<file path="src/rtl/imm_gen_pipe_if.sv">
// Instruction-in / immediate-out bus for imm_gen_pipe.
// Both directions use valid/ready: a beat moves on a rising clk edge where valid && ready are both high.
interface imm_gen_pipe_if #(
    parameter int XLEN  = 32,
    parameter int TAG_W = 5
);
    logic             in_valid;
    logic             in_ready;
    logic [31:0]      instr;
    logic [TAG_W-1:0] in_tag;
    logic             out_valid;
    logic             out_ready;
    logic [XLEN-1:0]  imm_out;
    logic [2:0]       fmt_out;
    logic [TAG_W-1:0] out_tag;

    modport master (
        output in_valid, instr, in_tag, out_ready,
        input  in_ready, out_valid, imm_out, fmt_out, out_tag
    );

    modport slave (
        input  in_valid, instr, in_tag, out_ready,
        output in_ready, out_valid, imm_out, fmt_out, out_tag
    );
endinterface

</file>
<file path="src/rtl/imm_gen_pipe.sv">
// Pipelined RV32I/RV64I immediate generator with a 2-entry skid buffer.
// Decode happens before the registers, so imm_out has no combinational path from out_ready.
module imm_gen_pipe #(
    parameter int XLEN        = 32,
    parameter int TAG_W       = 5,
    parameter bit ENABLE_ZIMM = 1'b1
) (
    input  logic       clk,
    input  logic       rst,
    imm_gen_pipe_if.slave bus,
    output logic [1:0] o_state
);
    typedef enum logic [1:0] {
        ST_EMPTY = 2'd0,
        ST_ONE   = 2'd1,
        ST_FULL  = 2'd2
    } state_t;

    localparam logic [2:0] FMT_NONE = 3'd0;
    localparam logic [2:0] FMT_I    = 3'd1;
    localparam logic [2:0] FMT_S    = 3'd2;
    localparam logic [2:0] FMT_B    = 3'd3;
    localparam logic [2:0] FMT_U    = 3'd4;
    localparam logic [2:0] FMT_J    = 3'd5;
    localparam logic [2:0] FMT_Z    = 3'd6;

    logic [31:0]      w_imm32;
    logic [2:0]       w_fmt;
    logic [XLEN-1:0]  w_imm;
    logic             w_unused;

    // Every 32-bit form is built already sign-extended to 32 bits; zimm has bit 31 clear.
    always_comb begin
        w_imm32 = '0;
        w_fmt   = FMT_NONE;
        case (bus.instr[6:0])
            7'b0010011, 7'b0000011, 7'b1100111: begin
                w_fmt   = FMT_I;
                w_imm32 = {{20{bus.instr[31]}}, bus.instr[31:20]};
            end
            7'b1110011: begin
                if (!bus.instr[14]) begin
                    w_fmt   = FMT_I;
                    w_imm32 = {{20{bus.instr[31]}}, bus.instr[31:20]};
                end else if (ENABLE_ZIMM) begin
                    w_fmt   = FMT_Z;
                    w_imm32 = {27'd0, bus.instr[19:15]};
                end
            end
            7'b0100011: begin
                w_fmt   = FMT_S;
                w_imm32 = {{20{bus.instr[31]}}, bus.instr[31:25], bus.instr[11:7]};
            end
            7'b1100011: begin
                w_fmt   = FMT_B;
                w_imm32 = {{20{bus.instr[31]}}, bus.instr[7], bus.instr[30:25],
                           bus.instr[11:8], 1'b0};
            end
            7'b0110111, 7'b0010111: begin
                w_fmt   = FMT_U;
                w_imm32 = {bus.instr[31:12], 12'd0};
            end
            7'b1101111: begin
                w_fmt   = FMT_J;
                w_imm32 = {{12{bus.instr[31]}}, bus.instr[19:12], bus.instr[20],
                           bus.instr[30:21], 1'b0};
            end
            default: ;
        endcase
    end

    assign w_imm    = XLEN'($signed(w_imm32));
    assign w_unused = &{1'b0, bus.instr[13:12]};

    state_t           r_state;
    state_t           w_next;
    logic             r_in_ready;
    logic             w_accept;
    logic             w_drain;
    logic             w_load_or;
    logic             w_load_sk;
    logic             w_move_sk;
    logic [XLEN-1:0]  r_or_imm;
    logic [2:0]       r_or_fmt;
    logic [TAG_W-1:0] r_or_tag;
    logic [XLEN-1:0]  r_sk_imm;
    logic [2:0]       r_sk_fmt;
    logic [TAG_W-1:0] r_sk_tag;

    assign w_accept = bus.in_valid && r_in_ready;
    assign w_drain  = (r_state != ST_EMPTY) && bus.out_ready;

    // ST_ONE = OR holds a beat; ST_FULL = OR and SK both hold beats.
    always_comb begin
        w_next    = r_state;
        w_load_or = 1'b0;
        w_load_sk = 1'b0;
        w_move_sk = 1'b0;
        case (r_state)
            ST_EMPTY: begin
                if (w_accept) begin
                    w_load_or = 1'b1;
                    w_next    = ST_ONE;
                end
            end
            ST_ONE: begin
                case ({w_accept, w_drain})
                    2'b10: begin
                        w_load_sk = 1'b1;
                        w_next    = ST_FULL;
                    end
                    2'b11:   w_load_or = 1'b1;
                    2'b01:   w_next    = ST_EMPTY;
                    default: ;
                endcase
            end
            ST_FULL: begin
                if (w_drain) begin
                    w_move_sk = 1'b1;
                    w_next    = ST_ONE;
                end
            end
            default: w_next = ST_EMPTY;
        endcase
    end

    always_ff @(posedge clk) begin
        if (rst) begin
            r_state    <= ST_EMPTY;
            r_in_ready <= 1'b1;
        end else begin
            r_state    <= w_next;
            r_in_ready <= (w_next != ST_FULL);
        end
    end

    always_ff @(posedge clk) begin
        if (rst) begin
            r_or_imm <= '0;
            r_or_fmt <= FMT_NONE;
            r_or_tag <= '0;
            r_sk_imm <= '0;
            r_sk_fmt <= FMT_NONE;
            r_sk_tag <= '0;
        end else begin
            if (w_load_or) begin
                r_or_imm <= w_imm;
                r_or_fmt <= w_fmt;
                r_or_tag <= bus.in_tag;
            end else if (w_move_sk) begin
                r_or_imm <= r_sk_imm;
                r_or_fmt <= r_sk_fmt;
                r_or_tag <= r_sk_tag;
            end
            if (w_load_sk) begin
                r_sk_imm <= w_imm;
                r_sk_fmt <= w_fmt;
                r_sk_tag <= bus.in_tag;
            end
        end
    end

    assign bus.in_ready  = r_in_ready;
    assign bus.out_valid = (r_state != ST_EMPTY);
    assign bus.imm_out   = r_or_imm;
    assign bus.fmt_out   = r_or_fmt;
    assign bus.out_tag   = r_or_tag;
    assign o_state       = r_state;
endmodule

</file>
<file path="src/flat_wrapper.sv">
// flat-port wrapper written by rule: the top's interface ports become plain ports
module imm_gen_pipe_flat 
#(
    parameter int XLEN        = 32,
    parameter int TAG_W       = 5,
    parameter bit ENABLE_ZIMM = 1'b1
)
  (clk, rst, o_state, bus_in_valid, bus_instr, bus_in_tag, bus_out_ready, bus_in_ready, bus_out_valid, bus_imm_out, bus_fmt_out, bus_out_tag);
  imm_gen_pipe_if #(.XLEN(XLEN), .TAG_W(TAG_W)) bus_i ();
  input  logic clk;
  input  logic rst;
  output logic [1:0] o_state;
  input wire logic [$bits(bus_i.in_valid)-1:0] bus_in_valid;
  input wire logic [$bits(bus_i.instr)-1:0] bus_instr;
  input wire logic [$bits(bus_i.in_tag)-1:0] bus_in_tag;
  input wire logic [$bits(bus_i.out_ready)-1:0] bus_out_ready;
  output wire logic [$bits(bus_i.in_ready)-1:0] bus_in_ready;
  output wire logic [$bits(bus_i.out_valid)-1:0] bus_out_valid;
  output wire logic [$bits(bus_i.imm_out)-1:0] bus_imm_out;
  output wire logic [$bits(bus_i.fmt_out)-1:0] bus_fmt_out;
  output wire logic [$bits(bus_i.out_tag)-1:0] bus_out_tag;
  assign bus_i.in_valid = bus_in_valid;
  assign bus_i.instr = bus_instr;
  assign bus_i.in_tag = bus_in_tag;
  assign bus_i.out_ready = bus_out_ready;
  assign bus_in_ready = bus_i.in_ready;
  assign bus_out_valid = bus_i.out_valid;
  assign bus_imm_out = bus_i.imm_out;
  assign bus_fmt_out = bus_i.fmt_out;
  assign bus_out_tag = bus_i.out_tag;
  imm_gen_pipe #(.XLEN(XLEN), .TAG_W(TAG_W), .ENABLE_ZIMM(ENABLE_ZIMM)) u_core (.clk(clk), .rst(rst), .bus(bus_i), .o_state(o_state));
endmodule
</file>
<file path="config.mk">
export PLATFORM = sky130hd
export DESIGN_NAME = imm_gen_pipe_flat
export DESIGN_NICKNAME = d
export VERILOG_FILES = /design/src/rtl/imm_gen_pipe_if.sv /design/src/rtl/imm_gen_pipe.sv /design/src/flat_wrapper.sv
export SDC_FILE = /design/constraint.sdc
export NUM_CORES = 1
export LEC_CHECK = 0
export CORE_MARGIN = 3
export CORE_UTILIZATION = 50
export DETAILED_ROUTE_END_ITERATION = 8
export PLACE_DENSITY = 0.83
export SLEW_MARGIN = 20
export SYNTH_ARGS = -nofsm -noshare
export SYNTH_HDL_FRONTEND = slang
export SYNTH_SLANG_ARGS = --single-unit
</file>
<file path="constraint.sdc">
create_clock -name clk -period 1.89 [get_ports clk]
set_input_delay 0.189 -clock clk [delete_from_list [all_inputs] [get_ports clk]]
set_output_delay 0.189 -clock clk [all_outputs]
set_load 0.05 [all_outputs]
</file>
Word-level counts from Yosys, hierarchy flattened:

Cells that the tools add are included.

* bits in registers: 83
* logic and storage cells: 51
* input port bits: 41
* output and inout bits: 44

* reductions and logical operators: 7
* multiplexer cells: 21
* equality and inequality tests: 15

Operators by type and width (count)
* one-hot mux 32 bit (6 select lines): 1
* two-way mux 32 bit: 3
* == test 7 bit (second input constant): 4
* one-hot mux 3 bit (6 select lines): 1
* == test 7 x 5 -> 1 bit (second input constant): 2
* == test 7 x 6 -> 1 bit (second input constant): 2
* two-way mux 5 bit: 2
* two-way mux 3 bit: 3
* == test 7 x 2 -> 1 bit (second input constant): 1
* == test 2 bit (second input constant): 3
* two-way mux 1 bit: 6
* one-hot mux 2 bit (3 select lines): 1
* == test 2 x 1 -> 1 bit (second input constant): 2
* two-way mux 2 bit: 2
* one-hot mux 2 bit (2 select lines): 1
* nonzero test 2 bit: 2
* OR reduction 3 bit: 1
* logical AND 1 bit: 2
* logical NOT 2 bit: 1
* != test 2 bit (second input constant): 1
* one-hot mux 1 bit (2 select lines): 1
* OR reduction 2 bit: 1

Logic depth before layout (Yosys ltp):

* word-level depth: 6
* mapped depth: 7
* gate-level depth less buffers: 5

Least setup slack after synthesis:

Ideal clock, no wire load.

* path kind: register -> register
* start point: reg u_core.r_state[1], in the netlist u_core.o_state[1]
* end point: reg u_core.r_or_fmt[1], in the netlist u_core.bus.fmt_out[1]
* required time: 1.743 ns
* setup slack: -0.082 ns
* data arrival time: 1.825 ns
* setup time: 0.147 ns
* buffers on the path: 3
* cell stages (with the launch flop): 7
* period minus slack after synthesis: 1.972 ns
* cell sequence: dfxtp_1 > buf_2 > nor2_1 > nand2_1 > clkbuf_1 > clkbuf_1 > a311oi_1

* longest elaborated chain between the ends: 6
* elaborated cells on any way between the ends: 12
* classes of those cells: 3 x eq/ne; 5 x mux; 4 x reduce/logical

Ends and longest elaborated chain
* from (decl): line imm_gen_pipe.sv:75 `state_t r_state;`
* from (signal assigned): line imm_gen_pipe.sv:132 `r_state <= w_next;`
* nonzero test 2 bit: line imm_gen_pipe.sv:91 `assign w_drain = (r_state != ST_EMPTY) && bus.out_ready;`
* logical AND 1 bit: line imm_gen_pipe.sv:91
* == test 2 bit: line imm_gen_pipe.sv:107 `case ({w_accept, w_drain})`
* two-way mux 1 bit: line imm_gen_pipe.sv:107
* one-hot mux 1 bit (2 select lines): line imm_gen_pipe.sv:99 `case (r_state)`
* two-way mux 3 bit / nonzero test 2 bit (equally long branches)
* to (signal assigned): line imm_gen_pipe.sv:148 `r_or_fmt <= w_fmt;`
* to (signal assigned): line imm_gen_pipe.sv:152 `r_or_fmt <= r_sk_fmt;`
* to (decl): line imm_gen_pipe.sv:84 `logic [2:0] r_or_fmt;`

Several ways; a longest one is shown, not always the timed one.
A chain may end at the register's enable or synchronous reset.

Worst setup path in the final report:

* start point: in bus_instr[4]
* end point: reg u_core.r_or_imm[10], in the netlist u_core.bus.imm_out[10]

* longest elaborated chain between the ends: 4
* elaborated cells on any way between the ends: 13
* classes of those cells: 9 x eq/ne; 2 x mux; 2 x reduce/logical

Ends and longest elaborated chain
* from (decl): line flat_wrapper.sv:14 `input wire logic [$bits(bus_i.instr)-1:0] bus_instr;`
* == test 7 x 5 -> 1 bit, or another cell as far along: line imm_gen_pipe.sv:36 `case (bus.instr[6:0])`
* OR reduction 3 bit / OR reduction 2 bit (equally long branches): line imm_gen_pipe.sv:36
* one-hot mux 32 bit (6 select lines) *: line imm_gen_pipe.sv:36
* two-way mux 32 bit *: line imm_gen_pipe.sv:146 `if (w_load_or) begin`
* to (signal assigned): line imm_gen_pipe.sv:147 `r_or_imm <= w_imm;`
* to (signal assigned): line imm_gen_pipe.sv:151 `r_or_imm <= r_sk_imm;`
* to (decl): line imm_gen_pipe.sv:83 `logic [XLEN-1:0] r_or_imm;`

Every way passes the cells marked *; elsewhere a longest branch is shown, timed or not.

==> results.yml <==
sta:
  timing.slew.headroom_pct: 65.1
  min_period_ns: 1.81
  timing_max_transition_violations_final: 0
  max_freq_mhz: 552
  final_min_period_over_clock_period_pct: 95.8
  setup_viol_count_final: 0
  fin_worst_skew_ns: 0.0115
  tightest_slew_ns: 0.522
  final_hold_viol_count: 0
final_layout:
  design.final.nets: 562
  layout-drive-gt1-share_pct: 19.8
  final_cell_area_um2: 5260
  area_delta_synth_final_pct: 37.3
  insertedDiodeCount: 0
clocking:
  cts_max_level: 3
  cts_tree: "done"
  cts.sinks: 83
  clock_transition_at_path_regs_ns: 0.08
  cts_root_buffer: "sky130_fd_sc_hd__clkbuf_8"
  cts_made_buffers: 9
  clock_path_buffers: 2
  clk_latency_ns: 0.35
route:
  final_antenna_net_count: 0
  routed_wirelength_mm: 10.8
  dr.first_iter.drc_count: 212
  avgRoutedWirePerCell_um: 17.2
  via_count: 3657
  drcViolationCount: 0
  drt_pass1_iterations: 5
  detail_route.vias_per_cell: 5.86
yosys:
  synth_edf_count: 0
  synth.ff_latch_count: 83
  synth_flop_cell: "sky130_fd_sc_hd__dfxtp_1"
  synth_top_cells_by_area: "sky130_fd_sc_hd__dfxtp_1, sky130_fd_sc_hd__mux2i_1, sky130_fd_sc_hd__nand2_1"
  avgSynthCellArea_um2: 9.01
  synth_top_area_share_pct: 43.4
  sequential_to_total_area_share_from_yosys_stat_pct: 43.4
  synth_cell_type_count: 43
  netlist_area_um2: 3830
  synthesis.nets: 466
  synthCells: 425
  postSynth.asyncResetShare_pct: 0
  yosys_warnings: 0
  yosysTopAreaCell: "sky130_fd_sc_hd__dfxtp_1"
power_and_ir_drop:
  p_sw_mw: 1.22
  seqPwrFrac_pct: 44.3
  clock_power_share_pct: 35.0
  p_comb_share_pct: 20.6
  internal_power_mw: 3.06
  vdd_drop_max_mv: 0.723
  total_power_mw: 4.28
  power.share.switching_pct: 28.4
  power_per_cell_area_nw_per_um2: 814
  leakage_power_of_the_design_nw: 2.03
place:
  io_buffer_count: 84
  dp_hpwl_mm: 7.42
  gp_congestion: 0.869
  post_dp_area_um2: 5000
worst_hold_path:
  holdCritPathClass: "primary input to register"
critical_path:
  timing.critical_path.fanout_max: 12
  cp.required_ns: 2.18
  crit_arrival_ns: 2.10
  end_kind: "register"
  path_class: "primary input to register"
  worst_setup_path_start_kind: "primary input"
die:
  floorplan.die_area_um2: 8740
  die_width_um: 93.5
  die_y_um: 93.5
  initial_core_util_pct: 52.2
  io-pin-count: 85
  core-area_um2: 7330
  cell_rows: 31
grt:
  grt_max_degree: 35
  number_of_global_route_vias_before_repair: 3575
  grt_first_pass_wirelength_mm: 17.5
  number_of_antenna_violations_at_the_first_check_in_global_routing: 0
  aggregate_global_routing_overflow: 0
  grt_use_total_pct: 25.0
flow_run:
  maxCapViolations: 0
outcome:
  status: "completed"
==> critical path, stage by stage <==
cell and delay (ns):
sky130_fd_sc_hd__clkdlybuf4s50_1 0.67, sky130_fd_sc_hd__nor2b_1 0.13, sky130_fd_sc_hd__or4_1 0.48, sky130_fd_sc_hd__o21ai_0 0.10, sky130_fd_sc_hd__and3_1 0.25, sky130_fd_sc_hd__buf_12 0.15
sky130_fd_sc_hd__a31o_2 0.15
==> what timing repair did <==
item,CTS,global route
buffers inserted,0,1
resized for setup,1,5
endpoints found under the setup margin,1,26
hold buffers,0,0
pin swaps,0,3
==> registers in the layout, indices dropped and copies added (netlist names) <==
name,cells
u_core.bus.fmt_out,3
u_core.bus.imm_out,32
u_core.bus.in_ready,1
u_core.bus.out_tag,5
u_core.o_state,2
u_core.r_sk_fmt,3
u_core.r_sk_imm,32
u_core.r_sk_tag,5
==> Yosys cell counts (3+ instances only) <==
library cell,instances
sky130_fd_sc_hd__buf_2,6
sky130_fd_sc_hd__dfxtp_1,83
sky130_fd_sc_hd__a31o_2,17
sky130_fd_sc_hd__nor3b_1,8
sky130_fd_sc_hd__nor2_1,41
sky130_fd_sc_hd__or2_2,3
sky130_fd_sc_hd__a211oi_1,23
sky130_fd_sc_hd__a21oi_1,38
sky130_fd_sc_hd__clkbuf_1,27
sky130_fd_sc_hd__nor3_2,3
sky130_fd_sc_hd__a31oi_1,5
sky130_fd_sc_hd__nor2b_1,3
sky130_fd_sc_hd__buf_6,3
sky130_fd_sc_hd__a221oi_1,12
sky130_fd_sc_hd__a221oi_2,10
sky130_fd_sc_hd__nor3_1,13
sky130_fd_sc_hd__mux2i_1,26
sky130_fd_sc_hd__a22oi_1,4
sky130_fd_sc_hd__o211ai_1,3
sky130_fd_sc_hd__a311oi_1,11
sky130_fd_sc_hd__o21ai_0,6
sky130_fd_sc_hd__nand2_1,54
==> through the flow <==
step                setup WS, ns  util [%]  std cells  hold slack [ns]  TNS [ns]
finish                    0.0791      71.7        624            0.242         0
global route            -0.00501      71.7        624            0.230   -0.0144
CTS                       0.0209      71.4        623            0.211         0
detailed placement        -0.357      68.2        608            0.447    -15.38
global placement          -0.313      68.2        608            0.441    -13.89
floorplan                 0.0948         -        425            0.325         0
==> cell type report <==
cell class                      instances  area (µm²)
Clock buffer                           10         128
Clock inverter                          5         103
Fill cell                             538        2070
Inverter                                2        7.51
Multi-Input combinational cell        301        2000
Sequential cell                        83        1670
Tap cell                               99         124
Timing Repair Buffer                  124        1230
==> kinds of logic after synthesis <==
| kind of cell | after synthesis | share of synthesized area (%) |
|---|---|---|
| AOI/OAI and AO/OA | 134 | 26.8 |
| DFF | 83 | 43.4 |
| and+or+nand+nor | 141 | 18.0 |
| buffers and inverters | 41 | 5.00 |
| muxes | 26 | 6.80 |
==> power groups by stage <==
stage               Sequential [mW]  Clock [mW]  Combinational (mW)
floorplan                      2.14           0               0.309
global placement               1.93           0               0.862
detailed placement             1.94           0               0.876
CTS                            1.90        1.52               0.879
global route                   1.91        1.59               0.936
finish                         1.90        1.50               0.882
==> path summary, 6_finish.rpt <==
| path | cells past startpoint | slack, ns | start | to |
|---|---|---|---|---|
| setup / recovery | 7 | 0.08 | bus_instr[4] | u_core.bus.imm_out[10]$_SDFFE_PP0P_ |
| hold / removal | 2 | 0.24 | rst | u_core.r_sk_imm[14]$_SDFFE_PP0P_ |
| setup reg to reg | 5 | 0.38 | u_core.o_state[0]$_SDFF_PP0_ | u_core.r_sk_imm[1]$_SDFFE_PP0P_ |
| hold reg to reg | 2 | 0.46 | u_core.r_sk_tag[0]$_SDFFE_PP0P_ | u_core.r_sk_tag[0]$_SDFFE_PP0P_ |
==> per-layer routing <==
metal  share of wire (%)  routed length, µm  GRT usage, %
met1                  42               4490          30.7
met2                  51               5480          43.2
met3                 5.4                577          4.83
met4                 1.9                202          9.40
met5                   0                  0             0
==> layout by cell type, fill, tap and decap left out, types with 2 or more instances in the layout <==
cell type,Yosys,final
sky130_fd_sc_hd__mux2i_1,26,26
sky130_fd_sc_hd__nand3b_1,2,2
sky130_fd_sc_hd__nor3b_1,8,8
sky130_fd_sc_hd__a21oi_2,1,3
sky130_fd_sc_hd__dlymetal6s2s_1,0,2
sky130_fd_sc_hd__clkbuf_8,0,9
sky130_fd_sc_hd__clkdlybuf4s50_1,0,80
sky130_fd_sc_hd__nor2_1,41,41
sky130_fd_sc_hd__buf_4,2,33
sky130_fd_sc_hd__buf_12,0,7
sky130_fd_sc_hd__a31oi_1,5,5
sky130_fd_sc_hd__o211ai_1,3,3
sky130_fd_sc_hd__a21oi_1,38,36
sky130_fd_sc_hd__a22oi_1,4,4
sky130_fd_sc_hd__nand2_1,54,53
sky130_fd_sc_hd__a221oi_2,10,11
sky130_fd_sc_hd__nand2_2,2,3
sky130_fd_sc_hd__nor3_1,13,12
sky130_fd_sc_hd__a221oi_1,12,11
sky130_fd_sc_hd__nor3_2,3,3
sky130_fd_sc_hd__dfxtp_2,0,3
sky130_fd_sc_hd__dfxtp_1,83,80
sky130_fd_sc_hd__bufinv_16,0,3
sky130_fd_sc_hd__o21ai_0,6,6
sky130_fd_sc_hd__a31o_2,17,17
sky130_fd_sc_hd__a211oi_1,23,23
sky130_fd_sc_hd__a311oi_1,11,11
sky130_fd_sc_hd__nor2b_1,3,3
sky130_fd_sc_hd__and3b_1,2,2
sky130_fd_sc_hd__or2_2,3,3
sky130_fd_sc_hd__inv_1,2,2
(Power assumes the default switching activity.)
